## config.mk

```make
export PLATFORM = sky130hd
export DESIGN_NAME = uart_sort_sequencer
export DESIGN_NICKNAME = d
export VERILOG_FILES = /design/src/rtl/uart_sort_pkg.sv /design/src/rtl/sort_buf.sv /design/src/rtl/uart_sort_sequencer.sv
export SDC_FILE = /design/constraint.sdc
export NUM_CORES = 1
export LEC_CHECK = 0
export BUFFER_PORTS_ARGS = -buffer_cell sky130_fd_sc_hd__buf_4
export CAP_MARGIN = 20
export CORE_MARGIN = 2
export CORE_UTILIZATION = 40
export CTS_BUF_LIST = sky130_fd_sc_hd__clkbuf_16
export DETAILED_ROUTE_END_ITERATION = 6
export GPL_TIMING_DRIVEN = 1
export PLACE_DENSITY_LB_ADDON = 0.25
export RECOVER_POWER = 25
export SETUP_SLACK_MARGIN = 0.15
export SLEW_MARGIN = 20
export SYNTH_ARGS = -nofsm -noshare
export SYNTH_HDL_FRONTEND = slang
export SYNTH_HIERARCHICAL = 1
export SYNTH_SLANG_ARGS = --single-unit
```

## constraint.sdc

```tcl
create_clock -name clk -period 3.95 [get_ports clk]
set_input_delay 0.395 -clock clk [delete_from_list [all_inputs] [get_ports clk]]
set_output_delay 0.395 -clock clk [all_outputs]
set_load 0.02 [all_outputs]
```

## src/rtl/uart_sort_pkg.sv

```systemverilog
// Shared types and constants for the UART sort sequencer.
// Holds the FSM states, the NAK byte value and the default frame size.
package uart_sort_pkg;

  localparam int MAX_LEN_DEF = 16;
  localparam logic [7:0] NAK_BYTE = 8'hEE;

  typedef enum logic [2:0] {
    S_IDLE,
    S_RECV,
    S_FEED,
    S_COLLECT,
    S_TX_LEN,
    S_TX_DATA,
    S_TX_NAK
  } state_e;

endpackage

```

## src/rtl/sort_buf.sv

```systemverilog
// Frame buffer: DEPTH x 8 register array with one write port.
// The read port is combinational and the array has no reset.
module sort_buf #(
  parameter int DEPTH = 16,
  parameter int AW    = 4
) (
  input  logic          clk,
  input  logic          we_i,
  input  logic [AW-1:0] waddr_i,
  input  logic [7:0]    wdata_i,
  input  logic [AW-1:0] raddr_i,
  output logic [7:0]    rdata_o
);

  logic [7:0] mem_q [DEPTH];

  always_ff @(posedge clk) begin
    if (we_i) begin
      mem_q[waddr_i] <= wdata_i;
    end
  end

  assign rdata_o = mem_q[raddr_i];

endmodule

```

## src/rtl/uart_sort_sequencer.sv

```systemverilog
// Receives a length-prefixed frame, streams it through an external
// sorter, and transmits the sorted frame back (or a NAK on error).
module uart_sort_sequencer
  import uart_sort_pkg::*;
#(
  parameter int MAX_LEN     = MAX_LEN_DEF,
  parameter int TIMEOUT_CYC = 1_000_000
) (
  input  logic       clk,
  input  logic       rst_n,
  input  logic [7:0] rx_data_i,
  input  logic       rx_valid_i,
  output logic       rx_ready_o,
  output logic [7:0] tx_data_o,
  output logic       tx_valid_o,
  input  logic       tx_ready_i,
  output logic [7:0] sort_data_o,
  output logic       sort_valid_o,
  output logic       sort_last_o,
  input  logic       sort_ready_i,
  input  logic [7:0] sort_data_i,
  input  logic       sort_valid_i,
  input  logic       sort_last_i,
  output logic       sort_ready_o,
  output logic       busy_o,
  output logic       err_o
);

  localparam int AW = (MAX_LEN > 1) ? $clog2(MAX_LEN) : 1;
  localparam int TW = $clog2(TIMEOUT_CYC + 1);
  localparam logic [TW-1:0] TMO_MAX = TW'(TIMEOUT_CYC);
  localparam logic [7:0] LEN_MAX = 8'(MAX_LEN);

  state_e        state_q, state_d;
  logic [7:0]    idx_q, idx_d;
  logic [7:0]    len_q, len_d;
  logic [TW-1:0] tmo_q, tmo_d, tmo_inc;
  logic          err_q, err_d;

  logic          buf_we;
  logic [7:0]    buf_wdata;
  logic [7:0]    buf_rdata;
  logic          at_last;
  logic          rx_fire, tx_fire, so_fire, si_fire;

  sort_buf #(
    .DEPTH (MAX_LEN),
    .AW    (AW)
  ) u_buf (
    .clk     (clk),
    .we_i    (buf_we),
    .waddr_i (idx_q[AW-1:0]),
    .wdata_i (buf_wdata),
    .raddr_i (idx_q[AW-1:0]),
    .rdata_o (buf_rdata)
  );

  assign at_last = (idx_q == len_q - 8'd1);

  // Outputs are forced quiet while rst_n is low, even before the first edge.
  always_comb begin
    rx_ready_o   = 1'b0;
    tx_valid_o   = 1'b0;
    tx_data_o    = 8'h00;
    sort_valid_o = 1'b0;
    sort_last_o  = 1'b0;
    sort_data_o  = 8'h00;
    sort_ready_o = 1'b0;
    busy_o       = (state_q != S_IDLE);
    unique case (state_q)
      S_IDLE:    rx_ready_o = 1'b1;
      S_RECV:    rx_ready_o = 1'b1;
      S_FEED: begin
        sort_valid_o = 1'b1;
        sort_last_o  = at_last;
        sort_data_o  = buf_rdata;
      end
      S_COLLECT: sort_ready_o = 1'b1;
      S_TX_LEN: begin
        tx_valid_o = 1'b1;
        tx_data_o  = len_q;
      end
      S_TX_DATA: begin
        tx_valid_o = 1'b1;
        tx_data_o  = buf_rdata;
      end
      S_TX_NAK: begin
        tx_valid_o = 1'b1;
        tx_data_o  = NAK_BYTE;
      end
      default: ;
    endcase
    if (!rst_n) begin
      rx_ready_o   = 1'b0;
      tx_valid_o   = 1'b0;
      tx_data_o    = 8'h00;
      sort_valid_o = 1'b0;
      sort_last_o  = 1'b0;
      sort_data_o  = 8'h00;
      sort_ready_o = 1'b0;
      busy_o       = 1'b0;
    end
  end

  assign err_o   = err_q & rst_n;
  assign rx_fire = rx_valid_i & rx_ready_o;
  assign tx_fire = tx_valid_o & tx_ready_i;
  assign so_fire = sort_valid_o & sort_ready_i;
  assign si_fire = sort_valid_i & sort_ready_o;
  assign tmo_inc = (tmo_q == TMO_MAX) ? tmo_q : tmo_q + TW'(1);

  always_comb begin
    state_d   = state_q;
    idx_d     = idx_q;
    len_d     = len_q;
    tmo_d     = '0;
    err_d     = 1'b0;
    buf_we    = 1'b0;
    buf_wdata = rx_data_i;
    unique case (state_q)
      S_IDLE: begin
        if (rx_fire && rx_data_i != 8'd0) begin
          if (rx_data_i <= LEN_MAX) begin
            len_d   = rx_data_i;
            idx_d   = 8'd0;
            state_d = S_RECV;
          end else begin
            err_d   = 1'b1;
            state_d = S_TX_NAK;
          end
        end
      end
      S_RECV: begin
        if (rx_fire) begin
          buf_we = 1'b1;
          if (at_last) begin
            idx_d   = 8'd0;
            state_d = S_FEED;
          end else begin
            idx_d = idx_q + 8'd1;
          end
        end else if (tmo_inc == TMO_MAX) begin
          // Sender went quiet: drop the frame silently.
          err_d   = 1'b1;
          state_d = S_IDLE;
        end else begin
          tmo_d = tmo_inc;
        end
      end
      S_FEED: begin
        if (so_fire) begin
          if (at_last) begin
            idx_d   = 8'd0;
            state_d = S_COLLECT;
          end else begin
            idx_d = idx_q + 8'd1;
          end
        end
      end
      S_COLLECT: begin
        if (si_fire) begin
          buf_we    = 1'b1;
          buf_wdata = sort_data_i;
          if (sort_last_i && at_last) begin
            idx_d   = 8'd0;
            state_d = S_TX_LEN;
          end else if (sort_last_i || at_last) begin
            err_d   = 1'b1;
            state_d = S_TX_NAK;
          end else begin
            idx_d = idx_q + 8'd1;
          end
        end
      end
      S_TX_LEN: begin
        if (tx_fire) state_d = S_TX_DATA;
      end
      S_TX_DATA: begin
        if (tx_fire) begin
          if (at_last) begin
            idx_d   = 8'd0;
            state_d = S_IDLE;
          end else begin
            idx_d = idx_q + 8'd1;
          end
        end
      end
      S_TX_NAK: begin
        if (tx_fire) state_d = S_IDLE;
      end
      default: state_d = S_IDLE;
    endcase
  end

  always_ff @(posedge clk) begin
    if (!rst_n) begin
      state_q <= S_IDLE;
      idx_q   <= 8'd0;
      len_q   <= 8'd0;
      tmo_q   <= '0;
      err_q   <= 1'b0;
    end else begin
      state_q <= state_d;
      idx_q   <= idx_d;
      len_q   <= len_d;
      tmo_q   <= tmo_d;
      err_q   <= err_d;
    end
  end

endmodule

```

* Word level (Yosys, flattened, before mapping)
Memories as Yosys holds them, arrays and structs flattened. A register that Yosys moved wholly into a read port is not among the register bits.
Index checks and enable logic that the tools add are counted.
** Storage, ports and cells
- Bits in registers :: 40
- Bits in writable memories :: 128
- Input bits :: 23
- Output and inout port bits :: 23
- Memories :: 1
** Cells by class
- Add/subtract/negate cells :: 3
- Order comparisons :: 1
- Eq/ne operators :: 23
- Multiplexer cells :: 58
- Bitwise operators :: 7
- Reduce and logical (&&, ||, !) cells :: 13
** Memories
- u_buf.mem_q :: depth 16, width 8, rd ports 1, clocked after memory_dff 1, wr ports 1, line sort_buf.sv:15 : logic [7:0] mem_q [DEPTH];
** Operators with widths (number)
- 2-to-1 mux 8 bit :: 14
- 2-to-1 mux 3 bit :: 14
- == test 20 bit, second input constant :: 2
- case mux 8 bit (5 select lines) :: 1
- case mux 8 bit (3 select lines) :: 1
- 2-to-1 mux 1 bit :: 22
- case mux 3 bit (7 select lines) :: 1
- adder 20 x 1 -> 20 bit, second input constant :: 1
- 2-to-1 mux 20 bit :: 1
- != test 2 bit, second input constant :: 10
- != test 3 bit, second input constant :: 4
- AND reduction 11 bit :: 1
- == test 3 bit, second input constant :: 3
- adder 8 x 1 -> 8 bit, second input constant :: 1
- == test 8 bit :: 1
- <= comparator 8 x 5 -> 1 bit, second input constant :: 1
- 2-to-1 mux 4 bit :: 2
- AND reduction 8 bit :: 1
- nonzero test 8 bit :: 1
- subtractor 8 x 1 -> 8 bit, second input constant :: 1
- == test 3 x 2 -> 1 bit, second input constant :: 2
- bitwise AND 1 bit :: 5
- nonzero test 5 bit :: 1
- OR reduction 4 bit :: 1
- other kinds (11) :: 13

* Longest topological paths before layout
- Word-level depth :: 10
- Depth in mapped cells :: 14
- Depth with buffers taken out :: 13

* Hierarchy
Netlist, hierarchy kept.
** By module, submodules not included
- sort_buf :: times used 1, cells an instance 221, area an instance 4987.3 µm², seq. area each 3843.7 µm²
- uart_sort_sequencer :: times used 1, cells an instance 380, area an instance 2952.8 µm², seq. area each 800.8 µm²

* Least setup slack after synthesis
OpenSTA, ideal clock, no wires.
- Path type :: flip-flop to flip-flop
- From :: reg len_q[0]
- To :: reg idx_q[4]
- Arrival time :: 3.119 ns
- Data required time :: 3.879 ns
- Setup slack :: 0.760 ns
- Cell stages (with the launch flop) :: 13
- Period minus slack after synthesis :: 3.190 ns
- Path through :: dfxtp_1 -> or4_1 -> o2111ai_1 -> o2111ai_1 -> o2111ai_1 -> ha_1 -> a21oi_1 -> a2bb2oi_1 -> and3_1 -> a31oi_1 -> buf_2 -> or3_1 -> a21oi_1
** Between the ends
- Cells in the longest elaborated chain, start to end :: 6
- Elaborated cells on any way between the ends :: 13
- Those cells by class :: 1 x add/sub; 2 x eq/ne; 7 x mux; 3 x reduce/logical
** RTL lines
- start, declared :: line uart_sort_sequencer.sv:36 : logic [7:0] len_q, len_d;
- start signal, assigned :: line uart_sort_sequencer.sv:205 : len_q <= len_d;
- subtractor 8 x 1 -> 8 bit * :: line uart_sort_sequencer.sv:58 : assign at_last = (idx_q == len_q - 8'd1);
- == test 8 bit * :: line uart_sort_sequencer.sv:58
- logical AND 1 bit :: line uart_sort_sequencer.sv:164 : if (sort_last_i && at_last) begin
- 2-to-1 mux 8 bit :: line uart_sort_sequencer.sv:164
- 2-to-1 mux 8 bit :: line uart_sort_sequencer.sv:161 : if (si_fire) begin
- case mux 8 bit (5 select lines) :: line uart_sort_sequencer.sv:120 : unique case (state_q)
- end signal, assigned :: line uart_sort_sequencer.sv:204 : idx_q <= idx_d;
- end, declared :: line uart_sort_sequencer.sv:35 : logic [7:0] idx_q, idx_d;
Every way passes the cells marked *; elsewhere a longest branch is shown, timed or not. The select of a mux whose other input is x is not followed.
A chain may end at the register's enable or synchronous reset.

* Worst setup path after layout
- From :: reg len_q[0]
- To :: reg idx_q[7]
Same word-level chain as after synthesis.

==> insert_results.sql <==
INSERT INTO impl_metrics (metric_group, metric, value, unit) VALUES
('run_status', 'status', 'finished clean', ''),
('synthesis', 'synth_top_cell_by_area', 'sky130_fd_sc_hd__edfxtp_1', ''),
('final_layout', 'finish.net_count', '676', ''),
('route', 'ant_nets', '0', ''),
('synthesis', 'yosysUniqueCellTypes', '65', ''),
('min_path', 'worstHoldEndpoint', 'len_q[3]', ''),
('final_layout', 'drive_gt1_frac', '0.186', ''),
('sta', 'tightestPinTransition', '1.08', 'ns'),
('route', 'post-route-drc-count', '0', ''),
('placement', 'post-place-ws', '0.198', 'ns'),
('setup_path', 'critPathLaunchType', 'flip-flop', ''),
('synthesis', 'ys_dominant_reg_cell', 'sky130_fd_sc_hd__edfxtp_1', ''),
('floorplanning', 'num_rows', '51', ''),
('synthesis', 'synth-async-reset-ratio', '0', ''),
('sta', 'max_clock_freq', '284', 'MHz'),
('setup_path', 'path_class', 'reg2reg', ''),
('setup_path', 'critical_path.reg2reg.endpoint', 'idx_q[7]', ''),
('setup_path', 'timing.rr.start', 'len_q[0]', ''),
('clock_network', 'clk_root_buf', 'sky130_fd_sc_hd__clkbuf_16', ''),
('setup_path', 'critPathSlowestCell', 'sky130_fd_sc_hd__or4_4', ''),
('sta', 'totalNegativeSetupSlack', '0', 'ns'),
('global_routing', 'grt_util_all_layers', '0.185', ''),
('setup_path', 'required_time_reported_for_the_critical_path_endpoint', '4.31', 'ns'),
('synthesis', 'synth-edff-count', '128', ''),
('synthesis', 'synth_cells', '601', ''),
('sta', 'report.final.hold_viol_count', '0', ''),
('sta', 'finalWorstSetupSlack', '0.431', 'ns'),
('global_routing', 'wire_length_of_the_first_global_routing_pass', '28900', 'um'),
('route', 'drt-pass1-iter-count', '5', ''),
('sta', 'grt_setup_unrepaired', 'false', ''),
('pwr', 'p_leak', '0.00291', 'uW'),
('floorplanning', 'floorplan.initialDensity', '0.408', ''),
('pwr', 'ir_worst_vdd', '0.000224', 'V'),
('floorplanning', 'floorplan.die.height', '145', 'um'),
('pwr', 'total_power_consumption_of_the_routed_design', '4580', 'uW'),
('final_layout', 'antenna_diode_count', '0', ''),
('setup_path', 'critical_path_cell_sequence', 'or4_4, o2111ai_1, o2111ai_1, o2111ai_2, ha_1, a21oi_1, a2bb2oi_2, and3_1, a31oi_2, or4_1, a21oi_1', ''),
('route', 'route.vias.total', '5310', ''),
('global_routing', 'grt_start_max_net_pins', '44', ''),
('route', 'drt-initial-drc-count', '458', ''),
('synthesis', 'synth.yosys.warnings', '6', ''),
('job', 'cap_violations', '0', ''),
('min_path', 'timing.hold.worst.start', 'rx_data_i[3]', ''),
('synthesis', 'ys_seq_area_frac', '0.585', ''),
('clock_network', 'cts.sink_count', '168', ''),
('setup_path', 'regToRegSetupSlack', '0.43', 'ns'),
('synthesis', 'synth_most_common_cell', 'sky130_fd_sc_hd__edfxtp_1', ''),
('min_path', 'hold_path_class', 'in2reg', ''),
('clock_network', 'max-clock-path-buffers', '2', ''),
('synthesis', 'synthTopCellsByArea', 'sky130_fd_sc_hd__edfxtp_1 (48%), sky130_fd_sc_hd__dfxtp_1 (10%), sky130_fd_sc_hd__mux4_2 (5.1%), sky130_fd_sc_hd__mux4_1 (4.6%), sky130_fd_sc_hd__nor2_1 (2.4%)', ''),
('placement', 'place.detailed.instances', '890', ''),
('synthesis', 'cell_area_after_technology_mapping', '0.00794', 'mm2'),
('sta', 'worst_clock_skew', '0.0145', 'ns'),
('clock_network', 'htree_num_levels', '4', ''),
('floorplanning', 'core_area', '0.0195', 'mm2'),
('placement', 'gpl.final_weighted_congestion', '0.953', ''),
('global_routing', 'grt_remaining_overflow', '0', ''),
('sta', 'crit_share_post_route', '0.891', ''),
('sta', 'max_slew_headroom_at_the_worst_pin', '0.281', ''),
('setup_path', 'crit_arrival', '3.88', 'ns'),
('setup_path', 'slowest_delay', '0.57', 'ns'),
('synthesis', 'ys_top_cells_by_count', 'sky130_fd_sc_hd__edfxtp_1 (128), sky130_fd_sc_hd__nor2_1 (51), sky130_fd_sc_hd__dfxtp_1 (40), sky130_fd_sc_hd__nand2_1 (40), sky130_fd_sc_hd__nor3_1 (26)', ''),
('final_layout', 'fin_cells', '925', ''),
('route', 'wl_per_cell', '20.4', 'um'),
('sta', 'final-setup-viol-count', '0', ''),
('floorplanning', 'ioPinCount', '46', ''),
('floorplanning', 'die_x', '145', 'um'),
('pwr', 'power_density', '501', 'mW/mm2'),
('synthesis', 'synth.net_count', '630', ''),
('global_routing', 'grt_pass1_vias', '5195', ''),
('placement', 'port_buffers', '45', '');
==> cell usage in the layout (no fill, tap or decap), drive strengths merged, types with 17 or more instances in the layout <==
cell	count
mux4	32
edfxtp	128
nand2	40
a21oi	17
nand3	17
xnor2	20
nor2	51
inv	21
nor3	28
clkbuf	25
dfxtp	40
buf	50
a22oi	17
==> where the power goes <==
group / internal (uW) / total (uW) / leakage, uW / switching [uW]
Combinational: 364 / 922 / 0.00113 / 559
Sequential: 1920 / 1960 / 0.00147 / 36.4
Clock: 919 / 1700 / 0.000301 / 781
==> per-layer routing <==
metal | vias up | wire length (um) | GRT usage
met3 | 32 | 1140 | 0.0346
li1 | 2450 | - | -
met1 | 2638 | 8430 | 0.250
met5 | - | 0 | 0
met4 | 0 | 545 | 0.0756
met2 | 190 | 8720 | 0.297
==> cell type report <==
class | instances | area share
clock buffers | 17 | 0.0466
flip-flops and latches | 168 | 0.508
clock inverters | 15 | 0.0218
multi-input cells | 388 | 0.337
well taps | 265 | 0.0363
inverters | 14 | 0.00575
repair buffers | 58 | 0.0444
==> stage by stage <==
stage | util | hold WS (ns)
2_1_floorplan | - | 0.465
3_3_place_gp | 0.436 | 0.498
3_5_place_dp | 0.436 | 0.506
4_1_cts | 0.468 | 0.217
5_1_grt | 0.469 | 0.232
6_report | 0.469 | 0.235
==> worst max-delay path by stage <==
| stage | to | cells after the start |
|---|---|---|
| 2_1_floorplan | idx_q[4] | 12 |
| 3_3_place_gp | idx_q[7] | 11 |
| 3_5_place_dp | idx_q[7] | 11 |
| 4_1_cts | idx_q[7] | 11 |
| 5_1_grt | idx_q[7] | 11 |
| 6_report | idx_q[7] | 11 |
==> critical path, delay by kind of cell (launching register included) <==
family	cells	cell delay [ns]
compound gates	7	1.40
simple gates	3	1.37
flops	1	0.37
fa+ha+maj	1	0.30
==> repair_timing <==
action	CTS	global route
endpoints found under the hold margin	0	0
hold buffers	0	0
endpoints found under the setup margin	0	8
setup buffers	0	3
gates resized for setup	0	5
==> flip-flops by register name (all words and copies together), names as in the netlist <==
signal and count:
len_q 8, tmo_q 20, u_buf/mem_q 128, state_q 3
err_q 1, idx_q 8
==> kinds of logic (layout without fill, tap and decap cells) <==
family / Yosys count / after routing / share of synthesized area
buffers and inverters: 45 / 104 / 0.0310
adders and majority gates: 6 / 6 / 0.00945
muxes: 47 / 47 / 0.118
AOI/OAI and AO/OA: 90 / 90 / 0.0819
DFF: 168 / 168 / 0.585
and+or+nand+nor: 218 / 218 / 0.145
xor gates and xnor gates: 27 / 27 / 0.0298
Power figures use the tool's default switching activity.
